File: src/rtl/i2c_pkg.sv
// Shared definitions for the I2C write-only master.
// Holds the controller state encoding, address width, the R/W bit value used
// for writes, and the SDA levels that mean ACK / NACK during the ninth bit.
package i2c_pkg;

    localparam int   I2C_ADDR_W = 7;
    localparam logic I2C_WRITE  = 1'b0;
    localparam logic ACK        = 1'b0;
    localparam logic NACK       = 1'b1;

    typedef enum logic [2:0] {
        S_IDLE,
        S_START,
        S_BIT,
        S_ACK,
        S_STOP
    } state_e;

endpackage

File: src/rtl/i2c_clk_div.sv
// Quarter-period strobe generator for the I2C master.
// Ports:
//   clk   - clock
//   rst_n - synchronous active-low reset
//   clr   - holds the divider at zero (asserted while the master is idle)
//   tick  - one-cycle strobe every CLK_DIV cycles once released
// Because the counter sits at zero while idle, counting begins in the accept
// cycle itself, so the first tick lands CLK_DIV-1 cycles after accept.
module i2c_clk_div #(
    parameter int CLK_DIV = 4
) (
    input  logic clk,
    input  logic rst_n,
    input  logic clr,
    output logic tick
);

    localparam int CW = (CLK_DIV > 1) ? $clog2(CLK_DIV) : 1;

    logic [CW-1:0] cnt_q;
    logic [CW-1:0] cnt_d;

    assign tick = (cnt_q == CW'(CLK_DIV - 1));

    always_comb begin
        cnt_d = cnt_q + 1'b1;
        if (clr || tick) begin
            cnt_d = '0;
        end
    end

    always_ff @(posedge clk) begin
        if (!rst_n) begin
            cnt_q <= '0;
        end else begin
            cnt_q <= cnt_d;
        end
    end

endmodule

File: src/rtl/i2c_master_tx.sv
// Write-only I2C master: START, address byte {id,W}, nbytes payload bytes
// (byte 0 first, MSB first), ACK check after every byte, STOP.
// Ports:
//   clk, rst_n      - clock, synchronous active-low reset
//   valid / ready   - request handshake; ready is high only while idle
//   id, nbytes,data - target address, payload count (0 = probe), payload
//   scl, sda_oe     - registered line drives (sda_oe=1 pulls SDA low)
//   sda_i           - SDA line as seen by the master, sampled for ACK
//   done            - one-cycle pulse when the bus returns to idle
//   ack_err         - a NACK ended the most recent transaction
module i2c_master_tx
    import i2c_pkg::*;
#(
    parameter int CLK_DIV   = 4,
    parameter int MAX_BYTES = 4,
    parameter int BW        = $clog2(MAX_BYTES + 1)
) (
    input  logic                   clk,
    input  logic                   rst_n,
    input  logic                   valid,
    input  logic [I2C_ADDR_W-1:0]  id,
    input  logic [BW-1:0]          nbytes,
    input  logic [8*MAX_BYTES-1:0] data,
    output logic                   ready,
    output logic                   scl,
    output logic                   sda_oe,
    input  logic                   sda_i,
    output logic                   done,
    output logic                   ack_err
);

    state_e                 state_q, state_d;
    logic [1:0]             qtr_q, qtr_d;
    logic [2:0]             bit_q, bit_d;
    logic [BW-1:0]          byte_q, byte_d;
    logic [BW-1:0]          nb_q, nb_d;
    logic [7:0]             sh_q, sh_d;
    logic [8*MAX_BYTES-1:0] data_q, data_d;
    logic                   scl_q, scl_d;
    logic                   sda_oe_q, sda_oe_d;
    logic                   done_q, done_d;
    logic                   ack_err_q, ack_err_d;
    logic                   tick;
    logic                   accept;
    logic [7:0]             next_byte;

    assign ready  = (state_q == S_IDLE);
    assign accept = valid && ready;

    i2c_clk_div #(.CLK_DIV(CLK_DIV)) u_div (
        .clk   (clk),
        .rst_n (rst_n),
        .clr   (ready && !valid),
        .tick  (tick)
    );

    // Line levels {scl, sda_oe} for a given state/quarter. Driven from the
    // next-state values so the registered outputs line up with the state.
    function automatic logic [1:0] lines(state_e s, logic [1:0] qtr, logic b);
        logic [1:0] l;
        l = 2'b10;
        case (s)
            S_START: l = {1'b1, qtr != 2'd0};
            S_BIT:   l = {qtr[1], ~b};
            S_ACK:   l = {qtr[1], 1'b0};
            S_STOP:  l = {qtr != 2'd0, qtr != 2'd2};
            default: l = 2'b10;
        endcase
        return l;
    endfunction

    always_comb begin
        next_byte = data_q[7:0];
        for (int k = 0; k < MAX_BYTES; k++) begin
            if (byte_q == BW'(k)) begin
                next_byte = data_q[8*k +: 8];
            end
        end
    end

    always_comb begin
        state_d   = state_q;
        qtr_d     = qtr_q;
        bit_d     = bit_q;
        byte_d    = byte_q;
        nb_d      = nb_q;
        sh_d      = sh_q;
        data_d    = data_q;
        ack_err_d = ack_err_q;
        done_d    = 1'b0;

        case (state_q)
            S_IDLE: begin
                if (accept) begin
                    state_d   = S_START;
                    // The accept cycle already shows the START first-half
                    // levels, so it counts toward that quarter; with
                    // CLK_DIV=1 that quarter is already complete.
                    qtr_d     = tick ? 2'd1 : 2'd0;
                    bit_d     = '0;
                    byte_d    = '0;
                    sh_d      = {id, I2C_WRITE};
                    nb_d      = (nbytes > BW'(MAX_BYTES)) ? BW'(MAX_BYTES) : nbytes;
                    data_d    = data;
                    ack_err_d = 1'b0;
                end
            end
            S_START: begin
                if (tick) begin
                    qtr_d = qtr_q + 2'd1;
                    if (qtr_q == 2'd1) begin
                        state_d = S_BIT;
                        qtr_d   = 2'd0;
                    end
                end
            end
            S_BIT: begin
                if (tick) begin
                    qtr_d = qtr_q + 2'd1;
                    if (qtr_q == 2'd3) begin
                        sh_d  = {sh_q[6:0], 1'b0};
                        bit_d = bit_q + 3'd1;
                        if (bit_q == 3'd7) begin
                            state_d = S_ACK;
                        end
                    end
                end
            end
            S_ACK: begin
                if (tick) begin
                    qtr_d = qtr_q + 2'd1;
                    if (qtr_q == 2'd2 && sda_i != ACK) begin
                        ack_err_d = 1'b1;
                    end
                    if (qtr_q == 2'd3) begin
                        if (ack_err_q || byte_q == nb_q) begin
                            state_d = S_STOP;
                        end else begin
                            state_d = S_BIT;
                            sh_d    = next_byte;
                            byte_d  = byte_q + 1'b1;
                        end
                    end
                end
            end
            S_STOP: begin
                if (tick) begin
                    qtr_d = qtr_q + 2'd1;
                    if (qtr_q == 2'd2) begin
                        state_d = S_IDLE;
                        qtr_d   = 2'd0;
                        done_d  = 1'b1;
                    end
                end
            end
            default: begin
                state_d = S_IDLE;
                qtr_d   = 2'd0;
            end
        endcase

        {scl_d, sda_oe_d} = lines(state_d, qtr_d, sh_d[7]);
    end

    always_ff @(posedge clk) begin
        if (!rst_n) begin
            state_q   <= S_IDLE;
            qtr_q     <= '0;
            bit_q     <= '0;
            byte_q    <= '0;
            nb_q      <= '0;
            sh_q      <= '0;
            data_q    <= '0;
            scl_q     <= 1'b1;
            sda_oe_q  <= 1'b0;
            done_q    <= 1'b0;
            ack_err_q <= 1'b0;
        end else begin
            state_q   <= state_d;
            qtr_q     <= qtr_d;
            bit_q     <= bit_d;
            byte_q    <= byte_d;
            nb_q      <= nb_d;
            sh_q      <= sh_d;
            data_q    <= data_d;
            scl_q     <= scl_d;
            sda_oe_q  <= sda_oe_d;
            done_q    <= done_d;
            ack_err_q <= ack_err_d;
        end
    end

    assign scl     = scl_q;
    assign sda_oe  = sda_oe_q;
    assign done    = done_q;
    assign ack_err = ack_err_q;

endmodule

File: config.mk
export PLATFORM = sky130hd
export DESIGN_NAME = i2c_master_tx
export DESIGN_NICKNAME = d
export VERILOG_FILES = /design/src/rtl/i2c_pkg.sv /design/src/rtl/i2c_clk_div.sv /design/src/rtl/i2c_master_tx.sv
export SDC_FILE = /design/constraint.sdc
export NUM_CORES = 1
export LEC_CHECK = 0
export ABC_AREA = 1
export CAP_MARGIN = 5
export CORE_MARGIN = 2
export CORE_UTILIZATION = 35
export CTS_BUF_LIST = sky130_fd_sc_hd__clkbuf_16
export DETAILED_ROUTE_END_ITERATION = 8
export PLACE_DENSITY = 0.57
export SLEW_MARGIN = 15
export SYNTH_ARGS = -nofsm -noshare
export SYNTH_HDL_FRONTEND = slang
export SYNTH_SLANG_ARGS = --single-unit
File: constraint.sdc
create_clock -name clk -period 1.6 [get_ports clk]
set_input_delay 0.48 -clock clk [delete_from_list [all_inputs] [get_ports clk]]
set_output_delay 0.48 -clock clk [all_outputs]
set_load 0.03 [all_outputs]
======== Word-level counts from Yosys, hierarchy flattened ========
Cells that the tools add are included.
operators by class
  equal/unequal tests ..................... 25
  magnitude comparators ................... 1
  reductions and logical operators ........ 19
  bitwise logic cells ..................... 2
  muxes and demuxes ....................... 45
  add/sub/neg operators ................... 4
operator list
  operator                                               number
  two-way mux 8 bit                                      9
  two-way mux 3 bit                                      18
  case mux 8 bit (3 select lines)                        1
  equality test 3 x 2 -> 1 bit (second input constant)   6
  case mux 2 bit (4 select lines)                        2
  case mux 3 bit (5 select lines)                        1
  != test 2 bit (second input constant)                  7
  two-way mux 2 bit                                      6
  case mux 3 bit (2 select lines)                        2
  equality test 3 x 1 -> 1 bit (second input constant)   3
  equality test 3 bit (second input constant)            3
  AND reduction 4 bit                                    2
  AND reduction 7 bit                                    1
  adder 3 x 1 -> 3 bit (second input constant)           2
  equality test 2 bit (second input constant)            3
  nonzero test 2 bit                                     3
  two-way mux 1 bit                                      5
  AND reduction 5 bit                                    1
  adder 2 x 1 -> 2 bit (second input constant)           2
  OR reduction 2 bit                                     2
  equality test 3 bit                                    1
  greater-than comparator 3 bit (second input constant)  1
  logical AND 1 bit                                      3
  zero test 3 bit                                        1
  9 further kinds                                        11
storage, ports and cells
  word-level logic and storage cells ...... 109
  input port bits ......................... 46
  output and inout bits ................... 5
  register bits ........................... 60

======== Depth between registers and ports, before layout ========
Gate-level depths: netlist (run 1).
  word-level depth ........................ 10
  gate-level depth with buffers ........... 13

======== Cells and area by module ========
Synthesis (run 1) repeated with hierarchy kept, for this count alone.
unflattened totals
  cell total of the unflattened synthesis .. 425
  area, all modules ....................... 3021.6 µm²
modules (own cells, without submodules)
  module         seq. area each (µm²)  times used  cells each  area an instance (µm²)
  i2c_master_tx  1161.1                1           417         2950.3
  i2c_clk_div    40.0                  1           8           71.3

======== Least setup slack after synthesis (run 1) ========
OpenSTA, ideal clock, no wires.
  kind .................................... register to register
  from .................................... register qtr_q[0]
  to ...................................... register sda_oe_q, in the netlist sda_oe
  arrival time ............................ 1.419 ns
  cell stages (with the launch flop) ...... 11
  setup time .............................. 0.131 ns
  setup slack ............................. 0.051 ns
  buffers on the path ..................... 0
  cell sequence ........................... dfxtp_1 inv_1 ha_1 nor2_1 nor3_1 nor2_1 nand2_1 o21ai_1 nand2_1 inv_1 a21oi_2
on the way
  longest elaborated chain between the ends .. 6
ends and longest elaborated chain
  item                                                     RTL line              RTL
  start: declaration                                       i2c_master_tx.sv:33   logic [1:0] qtr_q, qtr_d;
  start signal: assignment                                 i2c_master_tx.sv:180  qtr_q <= qtr_d;
  adder 2 x 1 -> 2 bit (tied with other cells)             n/a
  two-way mux 2 bit (tied with other cells)                i2c_master_tx.sv:149  if (qtr_q == 2'd2) begin
  two-way mux 2 bit (tied with other cells)                i2c_master_tx.sv:147  if (tick) begin
  case mux 2 bit (4 select lines) (tied with other cells)  i2c_master_tx.sv:92   case (state_q)
  != test 2 bit (tied with other cells)                    i2c_master_tx.sv:66   S_STOP: l = {qtr != 2'd0, qtr != 2'd2};
  case mux 2 bit (4 select lines) *                        i2c_master_tx.sv:62   case (s)
  end signal: assignment                                   i2c_master_tx.sv:187  sda_oe_q <= sda_oe_d;
  end: declaration                                         i2c_master_tx.sv:40   logic sda_oe_q, sda_oe_d;
Mark *: on every way between the ends. The rest lies on a longest branch, timed or not. The select of a mux whose other input is x is not followed.
A chain may end at the register's enable or synchronous reset.

======== Worst setup path after layout (run 1) ========
  from .................................... register state_q[1]
  to ...................................... output port ready
on the way
  longest elaborated chain between the ends .. 1
ends and longest elaborated chain
  item                      RTL line              RTL
  start: declaration        i2c_master_tx.sv:32   state_e state_q, state_d;
  start signal: assignment  i2c_master_tx.sv:179  state_q <= state_d;
  zero test 3 bit           i2c_master_tx.sv:47   assign ready = (state_q == S_IDLE);
  end: declaration          i2c_master_tx.sv:24   output logic ready,
No other way between the ends.

==> results.md, run 1 <==
- Final-layout fill cell count: between 800 and 900
- Synth Flop Type: dfxtp_1
- Yosys top cell by area: dfxtp_1
- Overall routed net length: approximately 8.5 mm
- Register area share after synthesis: 39.1%
- FP Rows: 34
- Share of the synthesized area in the top cell type: approximately two fifths
- Worst EP required: 1.12 ns
- CTS max path bufs: 2
- Dpl ws: -0.350 ns
- Initial core utilization: roughly 36%
- DIE AREA: roughly 9500 µm²
- GPL Wtd Cong: roughly 0.85
- # nets final: between 600 and 700
- Main area contributors after synthesis: dfxtp_1 39%, nand2_1 9.3%, o21ai_0 8.3%, nor2_1 8.1%, inv_1 6.0%
- Synth Area in Adders: 5.30%
- GR Overflow Total: 0
- Distinct cell type count after synthesis: 33
- Worst VDD drop: 0.000600 V
- 1st-iter DRT viols: 150
- Final setup margin: ~0.018 ns
- Compound-Gate Fraction of Synth Area: between 10% and 20%
- Period Utilization, post-route: a little over nine tenths
- Post-synthesis net count: roughly 500
- Largest family of logic cells by synthesized area: simple AND/OR/NAND/NOR gates
- Core Area: between 8000 and 9000 µm²
- Avg Inst Size Synth: around 7.0 µm²
- DR WL/cell: roughly 13 µm
- DIE WIDTH: slightly below 100 µm
- Leakage: 2.09 nW
- Final Non-Filler Cells: about 660
- Post-Synth Simple-Gate Area: a little over a quarter
- Worst slew pin tran: approximately 0.34 ns
- Antenna violations before repair: 0
- Die Y: around 98 µm
- Crit-path max FO: 4
- RSZ-0062 raised after global routing: true
- Htree depth: 3
- Vias in the first global route: 2941
- Drt pass-1 iters: 4
- Post-synth EDFFs: 0
- Post-Syn Instances: 437
- Relative slew slack: between 70% and 80%
- Area delta synth->final: 54.3%
- Area post-placement: between 4000 and 5000 µm²
- # diodes: 0
- PortBufs: 50
- GRT Resource Usage Total: 17.5%
- Reg clk slew, reported paths: around 0.060 ns
- Max-Cap Viols: 0
- Post-synth top cells: 76 x nand2_1, 66 x nor2_1, 60 x dfxtp_1
- Final ANT Viol Nets: 0
- Mux cell area share after synthesis: 0%
- Min-delay src: data_q[5]
- Fin Setup TNS: 0 ns
- Peak Freq: 632 MHz
- Final Hold Vio Count: 0
- Total power: approximately 4.3 mW
- Maximum number of pins on one net before global-route repair: 29
- Final setup vio count: 0
- Post-route cell area: between 4000 and 5000 µm²
- Ys Warns: 0
- Fin. max-slew vios: 0
- Vias per cell: around 4.8
- Crit Path Class: reg2out
- Hold EP: data_q[5]
- Setup Skew: 0.00622 ns
- FFs w/ async S/R, synth: 0%
- Share of cells above drive strength 1: between 20% and 30%
- Cell Area, Synth: 3070 µm²
- Post-route minimum period: roughly 1.6 ns
- RR Startpoint: byte_q[0]
- Clk Latency, worst-skew pair: 0.32 ns
- WHS Path Cells: 2
- Num CTS Buffers: 9
- Synth Area in XOR/XNOR: less than 1%
- Hold crit path type: reg2reg
- First-pass GRT wire length: between 10 and 15 mm
- Post-DP HPWL: 5.90 mm
- PwrDens: ~920 nW/µm²
- Most common cell in the netlist: nand2_1
- CP Capture Type: output port
- Flop2flop setup slack: 0.06 ns
- Via Count: between 3k and 4k
- DRC errors left: 0
- CP startpoint kind: flop
- # hold bufs at CTS: 0
- Reg2Reg Capture Point: sh_q[1]
- Sink Count: 60
- Status: finished clean
- Ports: around 50
- Critical Path AT: roughly 1.1 ns
- # placed instances: 626
- CTS tree: yes
- FF-to-FF path depth: 9
- Root Driver: clkbuf_16
- Yosys reg bits: 60
==> layout make-up <==
class	count	area, µm²	area share (%)
inverters	57	231	4.89
multi-input cells	304	1790	37.8
clock buffers	9	225	4.76
flip-flops and latches	60	1230	25.9
repair buffers	111	1030	21.7
well taps	108	135	2.85
clock inverters	7	98.8	2.09
==> flip-flops by register name, indices dropped and copies added, names as in the netlist <==
name	cells
sh_q	8
ack_err	1
nb_q	3
state_q	3
data_q	32
bit_q	3
sda_oe	1
u_div.cnt_q	2
done	1
byte_q	3
scl	1
qtr_q	2
==> placed cells by master, fill, tap and decap left out, types with 4 or more instances in the layout <==
cell type | Yosys | layout
clkbuf_16 | 0 | 10
nor2_1 | 66 | 55
o211ai_1 | 10 | 10
inv_2 | 5 | 11
a21oi_1 | 33 | 29
nand4_1 | 6 | 6
clkdlybuf4s50_1 | 0 | 44
o21ai_2 | 1 | 4
o21ai_1 | 2 | 6
nand2_2 | 4 | 6
ha_4 | 0 | 4
buf_4 | 1 | 53
ha_1 | 13 | 4
buf_6 | 1 | 5
nand3_1 | 12 | 8
dfxtp_1 | 60 | 51
nand2_1 | 76 | 68
nor2_2 | 4 | 11
nor2_4 | 4 | 8
nand3_2 | 0 | 4
inv_1 | 49 | 39
nand2_4 | 2 | 8
inv_4 | 0 | 5
dfxtp_4 | 0 | 6
nor3_1 | 6 | 4
ha_2 | 0 | 5
a21oi_2 | 2 | 6
o21ai_0 | 51 | 44
==> where the power goes <==
group          internal [mW]  leakage [nW]  switching [mW]
clock                   1.37         0.156           0.737
combinational          0.295          1.43           0.305
sequential              1.59         0.500          0.0465
total                   3.26          2.09            1.09
==> worst max-delay path, cell delays in order, from the launching register on <==
cell	delay, ns
dfxtp_4	0.37
nor2_4	0.15
nand2_4	0.09
inv_2	0.06
buf_6	0.12
==> metal layers <==
| layer | wire, µm | track usage, % | vias to the layer above |
|---|---|---|---|
| met2 | 4080 | 29.2 | 57 |
| li1 | - | - | 1627 |
| met1 | 4000 | 22.7 | 1431 |
| met3 | 332 | 3.17 | 6 |
| met4 | 82 | 5.77 | 0 |
| met5 | 0 | 0 | - |
==> logic make-up (layout without fill, tap and decap cells) <==
kind of cell	after synthesis	count (layout)
AND/OR/NAND/NOR	183	183
buffers and inverters	73	184
AO/OA/AOI/OAI	105	105
flip-flops	60	60
XOR/XNOR	3	3
adder cells (fa/ha/maj)	13	13
==> worst max-delay path by stage <==
stage / start / to / slack, ns
after floorplan: qtr_q[0] / sda_oe / 0.05
after global placement: valid / sda_oe / -0.35
after detailed placement: valid / sda_oe / -0.35
after CTS: valid / sda_oe / -0.003
after global routing: u_div.cnt_q[0] / sda_oe / -0.03
final: state_q[1] / ready / 0.02
==> through the flow <==
step           util (%)  hold slack, ns
2_1_floorplan         -           0.398
3_3_place_gp       46.6           0.408
3_5_place_dp       46.6           0.430
4_1_cts            51.2           0.445
5_1_grt            55.1           0.483
6_report           55.1           0.458
==> timing repair <==
item,CTS,global route
pin swaps,8,39
cloned,0,1
resized for setup,24,79
setup buffers,3,11
setup endpoints to repair,23,19
Power figures use the tool's default switching activity.
==> inputs of run 2 (changes only) <==
ABC_CLOCK_PERIOD_IN_PS = 1600   (was not set)
SLEW_MARGIN = not set   (was 15)
==> results of run 2 <==
No change in the layout: final DEF, timing and power equal those of run 1.
